## src/rtl/multicycle_ctrl.sv

```systemverilog
// multicycle_ctrl: multi-cycle instruction sequencer for the Pillar core.
// Walks each instruction through FETCH/DECODE/EXEC/MEM/WB, runs a
// valid/ready memory handshake with a bounded wait, and parks in HALT or
// TRAP until reset. Every output is a register; the output process below
// computes the value each register takes at the coming edge.
module multicycle_ctrl #(
  parameter int XLEN     = 32,
  parameter int ITYPE_W  = 5,
  parameter int MAX_WAIT = 15,
  parameter int CNT_W    = 32
) (
  input  logic               clk,
  input  logic               reset,
  output logic [2:0]         stage_o,
  output logic               mem_req_o,
  output logic               mem_we_o,
  output logic [XLEN-1:0]    mem_addr_o,
  output logic [XLEN-1:0]    mem_wdata_o,
  input  logic [XLEN-1:0]    mem_rdata_i,
  input  logic               mem_ready_i,
  input  logic [XLEN-1:0]    pc_i,
  output logic               pc_readin_o,
  output logic [XLEN-1:0]    ir_o,
  input  logic [ITYPE_W-1:0] itype_i,
  input  logic [XLEN-1:0]    alu_res_i,
  input  logic [XLEN-1:0]    store_data_i,
  output logic               readin_a_o,
  output logic               readin_b_o,
  output logic               readin_pass_o,
  output logic [XLEN-1:0]    load_data_o,
  output logic               wd_q_readin_o,
  output logic               wd_q_o,
  output logic               halted_o,
  output logic               trap_o,
  output logic [1:0]         trap_cause_o,
  output logic [CNT_W-1:0]   instret_o
);

  // Decoder itype codes shared with the rest of the core; anything else is illegal.
  localparam logic [ITYPE_W-1:0] IT_RTYPE = ITYPE_W'(1);
  localparam logic [ITYPE_W-1:0] IT_ITYPE = ITYPE_W'(2);
  localparam logic [ITYPE_W-1:0] IT_STYPE = ITYPE_W'(3);
  localparam logic [ITYPE_W-1:0] IT_BTYPE = ITYPE_W'(4);
  localparam logic [ITYPE_W-1:0] IT_UTYPE = ITYPE_W'(5);
  localparam logic [ITYPE_W-1:0] IT_LTYPE = ITYPE_W'(6);
  localparam logic [ITYPE_W-1:0] IT_HOLD  = ITYPE_W'(7);

  // The timeout fires on the edge where the wait count would reach MAX_WAIT.
  localparam logic [7:0] WAIT_LAST = 8'(MAX_WAIT - 1);

  localparam logic [1:0] CAUSE_ILLEGAL = 2'd1;
  localparam logic [1:0] CAUSE_FETCH   = 2'd2;
  localparam logic [1:0] CAUSE_DATA    = 2'd3;

  typedef enum logic [2:0] {
    S_IDLE   = 3'd0,
    S_FETCH  = 3'd1,
    S_DECODE = 3'd2,
    S_EXEC   = 3'd3,
    S_MEM    = 3'd4,
    S_WB     = 3'd5,
    S_HALT   = 3'd6,
    S_TRAP   = 3'd7
  } stage_e;

  stage_e             state_q, state_d;
  logic [7:0]         waitCnt_q, waitCnt_d;
  logic [ITYPE_W-1:0] itype_q, itype_d;
  logic               memReq_q, memReq_d;
  logic               memWe_q, memWe_d;
  logic [XLEN-1:0]    memAddr_q, memAddr_d;
  logic [XLEN-1:0]    memWdata_q, memWdata_d;
  logic               pcReadin_q, pcReadin_d;
  logic [XLEN-1:0]    ir_q, ir_d;
  logic               readinA_q, readinA_d;
  logic               readinB_q, readinB_d;
  logic               readinPass_q, readinPass_d;
  logic [XLEN-1:0]    loadData_q, loadData_d;
  logic               wdqReadin_q, wdqReadin_d;
  logic               wdq_q, wdq_d;
  logic               halted_q, halted_d;
  logic               trap_q, trap_d;
  logic [1:0]         trapCause_q, trapCause_d;
  logic [CNT_W-1:0]   instret_q, instret_d;

  function automatic logic usesBothOperands(input logic [ITYPE_W-1:0] t);
    return (t == IT_RTYPE) || (t == IT_ITYPE) || (t == IT_LTYPE) ||
           (t == IT_STYPE) || (t == IT_BTYPE);
  endfunction

  function automatic logic usesPass(input logic [ITYPE_W-1:0] t);
    return (t == IT_STYPE) || (t == IT_BTYPE);
  endfunction

  function automatic logic isMemOp(input logic [ITYPE_W-1:0] t);
    return (t == IT_STYPE) || (t == IT_LTYPE);
  endfunction

  function automatic logic capturesWb(input logic [ITYPE_W-1:0] t);
    return (t == IT_RTYPE) || (t == IT_ITYPE) || (t == IT_STYPE) ||
           (t == IT_UTYPE) || (t == IT_LTYPE);
  endfunction

  function automatic logic writesReg(input logic [ITYPE_W-1:0] t);
    return (t == IT_RTYPE) || (t == IT_ITYPE) || (t == IT_UTYPE) ||
           (t == IT_LTYPE);
  endfunction

  // State and output registers; reset wins over everything, even mid-request.
  always_ff @(posedge clk) begin
    if (!reset) begin
      state_q      <= S_IDLE;
      waitCnt_q    <= '0;
      itype_q      <= '0;
      memReq_q     <= 1'b0;
      memWe_q      <= 1'b0;
      memAddr_q    <= '0;
      memWdata_q   <= '0;
      pcReadin_q   <= 1'b1;
      ir_q         <= '0;
      readinA_q    <= 1'b0;
      readinB_q    <= 1'b0;
      readinPass_q <= 1'b0;
      loadData_q   <= '0;
      wdqReadin_q  <= 1'b0;
      wdq_q        <= 1'b0;
      halted_q     <= 1'b0;
      trap_q       <= 1'b0;
      trapCause_q  <= 2'd0;
      instret_q    <= '0;
    end else begin
      state_q      <= state_d;
      waitCnt_q    <= waitCnt_d;
      itype_q      <= itype_d;
      memReq_q     <= memReq_d;
      memWe_q      <= memWe_d;
      memAddr_q    <= memAddr_d;
      memWdata_q   <= memWdata_d;
      pcReadin_q   <= pcReadin_d;
      ir_q         <= ir_d;
      readinA_q    <= readinA_d;
      readinB_q    <= readinB_d;
      readinPass_q <= readinPass_d;
      loadData_q   <= loadData_d;
      wdqReadin_q  <= wdqReadin_d;
      wdq_q        <= wdq_d;
      halted_q     <= halted_d;
      trap_q       <= trap_d;
      trapCause_q  <= trapCause_d;
      instret_q    <= instret_d;
    end
  end

  // Next-state selection; ready is only looked at while a request is outstanding.
  always_comb begin
    state_d = state_q;
    case (state_q)
      S_IDLE:   state_d = S_FETCH;
      S_FETCH: begin
        if (mem_ready_i)                 state_d = S_DECODE;
        else if (waitCnt_q == WAIT_LAST) state_d = S_TRAP;
      end
      S_DECODE: begin
        if (itype_i == IT_HOLD)                                 state_d = S_HALT;
        else if (usesBothOperands(itype_i) || itype_i == IT_UTYPE) state_d = S_EXEC;
        else                                                    state_d = S_TRAP;
      end
      S_EXEC:   state_d = S_MEM;
      S_MEM: begin
        if (!isMemOp(itype_q))           state_d = S_WB;
        else if (mem_ready_i)            state_d = S_WB;
        else if (waitCnt_q == WAIT_LAST) state_d = S_TRAP;
      end
      S_WB:     state_d = S_FETCH;
      default:  state_d = state_q;
    endcase
  end

  // Register values for the coming edge; wd_q_readin_o stays up for the whole
  // MEM phase of S/L types so it is high in the final cycle whatever the wait.
  always_comb begin
    waitCnt_d    = waitCnt_q;
    itype_d      = itype_q;
    memReq_d     = memReq_q;
    memWe_d      = memWe_q;
    memAddr_d    = memAddr_q;
    memWdata_d   = memWdata_q;
    pcReadin_d   = pcReadin_q;
    ir_d         = ir_q;
    readinA_d    = readinA_q;
    readinB_d    = readinB_q;
    readinPass_d = readinPass_q;
    loadData_d   = loadData_q;
    wdqReadin_d  = wdqReadin_q;
    wdq_d        = wdq_q;
    halted_d     = halted_q;
    trap_d       = trap_q;
    trapCause_d  = trapCause_q;
    instret_d    = instret_q;
    case (state_q)
      S_IDLE, S_WB: begin
        memReq_d   = 1'b1;
        memWe_d    = 1'b0;
        memAddr_d  = pc_i;
        pcReadin_d = 1'b0;
        wdq_d      = 1'b0;
        waitCnt_d  = '0;
      end
      S_FETCH: begin
        if (mem_ready_i) begin
          ir_d     = mem_rdata_i;
          memReq_d = 1'b0;
        end else if (waitCnt_q == WAIT_LAST) begin
          memReq_d    = 1'b0;
          trap_d      = 1'b1;
          trapCause_d = CAUSE_FETCH;
        end else begin
          waitCnt_d = waitCnt_q + 8'd1;
        end
      end
      S_DECODE: begin
        itype_d      = itype_i;
        readinA_d    = 1'b0;
        readinB_d    = 1'b0;
        readinPass_d = 1'b0;
        if (itype_i == IT_HOLD) begin
          halted_d = 1'b1;
        end else if (usesBothOperands(itype_i)) begin
          readinA_d    = 1'b1;
          readinB_d    = 1'b1;
          readinPass_d = usesPass(itype_i);
        end else if (itype_i == IT_UTYPE) begin
          readinA_d = 1'b1;
        end else begin
          trap_d      = 1'b1;
          trapCause_d = CAUSE_ILLEGAL;
        end
      end
      S_EXEC: begin
        readinA_d    = 1'b0;
        readinB_d    = 1'b0;
        readinPass_d = 1'b0;
        waitCnt_d    = '0;
        wdqReadin_d  = capturesWb(itype_q);
        if (itype_q == IT_STYPE) begin
          memReq_d   = 1'b1;
          memWe_d    = 1'b1;
          memAddr_d  = alu_res_i;
          memWdata_d = store_data_i;
        end else if (itype_q == IT_LTYPE) begin
          memReq_d  = 1'b1;
          memWe_d   = 1'b0;
          memAddr_d = alu_res_i;
        end
      end
      S_MEM: begin
        if (!isMemOp(itype_q) || mem_ready_i) begin
          if (isMemOp(itype_q) && itype_q == IT_LTYPE) loadData_d = mem_rdata_i;
          memReq_d    = 1'b0;
          memWe_d     = 1'b0;
          wdqReadin_d = 1'b0;
          wdq_d       = writesReg(itype_q);
          pcReadin_d  = 1'b1;
          instret_d   = instret_q + CNT_W'(1);
        end else if (waitCnt_q == WAIT_LAST) begin
          memReq_d    = 1'b0;
          memWe_d     = 1'b0;
          wdqReadin_d = 1'b0;
          trap_d      = 1'b1;
          trapCause_d = CAUSE_DATA;
        end else begin
          waitCnt_d = waitCnt_q + 8'd1;
        end
      end
      default: begin
      end
    endcase
  end

  assign stage_o       = state_q;
  assign mem_req_o     = memReq_q;
  assign mem_we_o      = memWe_q;
  assign mem_addr_o    = memAddr_q;
  assign mem_wdata_o   = memWdata_q;
  assign pc_readin_o   = pcReadin_q;
  assign ir_o          = ir_q;
  assign readin_a_o    = readinA_q;
  assign readin_b_o    = readinB_q;
  assign readin_pass_o = readinPass_q;
  assign load_data_o   = loadData_q;
  assign wd_q_readin_o = wdqReadin_q;
  assign wd_q_o        = wdq_q;
  assign halted_o      = halted_q;
  assign trap_o        = trap_q;
  assign trap_cause_o  = trapCause_q;
  assign instret_o     = instret_q;

endmodule

```

## config.mk

```make
export PLATFORM = sky130hd
export DESIGN_NAME = multicycle_ctrl
export DESIGN_NICKNAME = d
export VERILOG_FILES = /design/src/rtl/multicycle_ctrl.sv
export SDC_FILE = /design/constraint.sdc
export NUM_CORES = 1
export LEC_CHECK = 0
export CORE_MARGIN = 1.5
export CORE_UTILIZATION = 48
export CTS_BUF_LIST = sky130_fd_sc_hd__clkbuf_4 sky130_fd_sc_hd__clkbuf_8
export CTS_CLUSTER_DIAMETER = 120
export DETAILED_ROUTE_END_ITERATION = 7
export PLACE_DENSITY = 0.87
export SYNTH_ARGS = -nofsm -noshare
export SYNTH_HDL_FRONTEND = slang
export SYNTH_SLANG_ARGS = --single-unit
```

## constraint.sdc

```tcl
create_clock -name clk -period 4.11 [get_ports clk]
set_clock_uncertainty 0.15 [all_clocks]
set_input_delay 0.822 -clock clk [delete_from_list [all_inputs] [get_ports clk]]
set_output_delay 0.822 -clock clk [all_outputs]
set_load 0.05 [all_outputs]
```

==> impl_metrics.yaml <==
synth:
  async_reset_ff_frac: 0
  synth_fa_ha_area_frac: 0.00480
  ys_ff_latch: 188
  yosys.area_share.simple: 0.263
  synth_top_area_cell: "dfxtp_1"
  yosysWarnings: 0
  synth_area_leaders: "dfxtp_1, nand2_1, a21oi_1"
  synth.avg_cell_area_um2: 8.10
  ys_dominant_reg_cell: "dfxtp_1"
  muxShareOfSynthArea: 0.00384
  synthXorXnorAreaFrac: 0.0315
  synth-edff-count: 0
  synth-seq-area-share: 0.481
  synth_cell_type_count: 63
  synth_top_area_share: 0.481
  netlist_instances: 966
  syn_nets: 1105
  synth_area_um2: 7830
  synth_compound_area_frac: 0.170
  synth_top_family_by_area: "simple AND/OR/NAND/NOR gates"
detailed_routing:
  drc_errors: 0
  ant_nets: 0
  vias: 7976
  totalWireLength_mm: 24.2
  via_per_inst: 5.44
  drt_iter0_drc: 468
  dr.pass1.iters: 7
  post_drt_wl_per_cell_um: 16.5
placed_design:
  io_buffers: 310
  place_congestion: 0.804
  dpl_cell_area_um2: 11000
  post-dp-hpwl_mm: 17.1
worst_setup_path:
  reg2reg_depth: 4
  reg2reg_to: "mem_wdata_o[22]$_SDFFE_PN0P_"
  worstSetupPathType: "reg -> out"
  critPathBufInv: 1
  crit_fanout: 51
  ff2ff_setup_slack_ns: 1.06
  cp-end-kind: "output pin"
  cpPeakStageDelay_ns: 1.00
  start_kind: "register"
  reg2reg_from: "stage_o[0]$_SDFFE_PN0P_"
  cp_top_family: "buffers and inverters"
  crit_arrival_ns: 2.44
  cp_cell_sequence: "clkdlybuf4s50_1"
  slowest_stage: "clkdlybuf4s50_1"
  crit_required_ns: 3.14
timing:
  finalSetupViolCount: 0
  max_freq_mhz: 293
  worst_pin_slew_ns: 1.11
  fin_tns_setup_ns: 0
  maxSlewViolCount: 0
  hold_viol_final: 0
  slew_headroom: 0.259
  rsz0062_at_grt: "no"
  post-route-min-period_ns: 3.41
  post-route-period-util: 0.830
clock_network:
  ctsResizeCount: 0
  hold_buffers: 0
  clock_latency_ns: 0.46
  cts_tree: "done"
  h-tree-depth: 4
  numCtsBuffers: 17
  ctsLongestPathBuffers: 2
  cts.clk_slew.worst_paths_ns: 0.11
  clkSinkCount: 188
  clockRootBuffer: "clkbuf_8"
  postCtsSetupBuffers: 0
floorplan:
  core_um2: 15900
  die_area_um2: 17100
  std_cell_rows: 46
  fp.dieW_um: 131
  io_pins: 311
  start_util: 0.493
  die_h_um: 131
final_layout:
  drive_gt1_frac: 0.0568
  final_cell_mix: "clkdlybuf4s50_1, nand2_1, dfxtp_1, a21oi_1, nor2_1"
  antennaDiodeCount: 0
  stdcell_area_um2: 11500
  final_nets: 1377
  layout_commonest_cell: "clkdlybuf4s50_1"
  area_growth_pct: 46.4
global_route:
  gr-total-overflow: 0
  antenna_found_initial: 0
  grt_max_degree: 81
  grt_usage: 0.268
  grt_pass1_wl_mm: 35.9
  grt_pass1_vias: 7078
worst_hold_path:
  hold_start: "mem_wdata_o[23]$_SDFFE_PN0P_"
  hold_path_end: "mem_wdata_o[23]$_SDFFE_PN0P_"
  whs_path_depth: 2
  worstHoldPathType: "reg -> reg"
pwr:
  powerDensity_nw_per_um2: 361
  vdd_drop_max_mv: 0.243
  cellLeakagePower_nw: 3.91
outcome:
  status: "finished clean"
flow_run:
  drv_cap: 0
-- logic make-up (layout without fill, tap and decap cells) --
logic type	Yosys count	count (layout)
and+or+nand+nor	461	461
AOI/OAI and AO/OA	204	204
DFF	188	188
buffers and inverters	81	366
xor gates and xnor gates	26	26
adders and majority gates	3	3
muxes	3	3
-- Yosys cell counts, types with 2 or more instances --
master	n
and3_1	6
clkbuf_1	46
and2_1	2
nor3_1	14
inv_1	8
nand3_1	51
xor2_1	9
nor2_1	74
nor2b_1	3
or4b_1	2
a21oi_1	119
nand3b_1	2
o41ai_2	3
o311ai_4	2
buf_6	3
nor4_1	10
nand2b_1	8
xnor2_1	16
ha_1	3
and4_1	4
a22oi_1	2
a311oi_1	33
buf_2	19
nand4_1	9
or3_1	9
dfxtp_1	188
buf_4	2
a31oi_1	4
mux2i_1	3
o21ai_0	20
nand2_1	256
o211a_1	2
o21a_1	4
-- state kept, by name, indices dropped and copies added, names as in the netlist --
signal and cells:
readin_a_o 1, ir_o 32, mem_addr_o 32, load_data_o 32, wd_q_o 1, itype_q 5
waitCnt_q 8, mem_we_o 1, wd_q_readin_o 1, trap_cause_o 2, mem_wdata_o 32, readin_b_o 1
mem_req_o 1, trap_o 1, halted_o 1, instret_o 32, stage_o 3, readin_pass_o 1
pc_readin_o 1
-- final cells by class --
type,instances,area [um2]
Fill cell,1225,4430
Inverter,9,36.3
Clock buffer,17,234
Multi-Input combinational cell,697,3730
Clock inverter,15,194
Tap cell,216,270
Sequential cell,188,3760
Timing Repair Buffer,325,3230
-- where the power goes --
part	leakage [nW]	switching, mW	internal, mW
Clock	0.219	0.738	0.578
Sequential	1.53	0.0679	1.90
Combinational	2.16	0.514	0.332
-- layer usage --
metal	GRT usage	part of all wire
met2	0.457	0.49
met4	0.121	0.036
met5	0	0
met1	0.317	0.40
met3	0.0725	0.071
-- metrics by stage --
stage | utilization | hold WS, ns | instances | power, mW | setup slack (ns)
after floorplan | - | 0.329 | 966 | 2.51 | 1.70
after global placement | 0.694 | 0.287 | 1435 | 2.84 | 0.872
after detailed placement | 0.694 | 0.294 | 1435 | 2.85 | 0.777
after CTS | 0.721 | 0.307 | 1467 | 4.16 | 0.680
after global routing | 0.721 | 0.326 | 1467 | 4.29 | 0.593
final | 0.721 | 0.307 | 1467 | 4.13 | 0.699
-- how the worst max path moves through the flow --
stage,from,end,cells after the start
floorplan,stage_o[2]$_SDFFE_PN0P_,instret_o[30]$_SDFFE_PN0P_,6
global placement,mem_ready_i,instret_o[30]$_SDFFE_PN0P_,7
detailed placement,mem_ready_i,instret_o[22]$_SDFFE_PN0P_,7
CTS,stage_o[0]$_SDFFE_PN0P_,stage_o[0],1
global route,stage_o[0]$_SDFFE_PN0P_,stage_o[0],1
finish,stage_o[0]$_SDFFE_PN0P_,stage_o[0],1
Power figures use the tool's default switching activity.
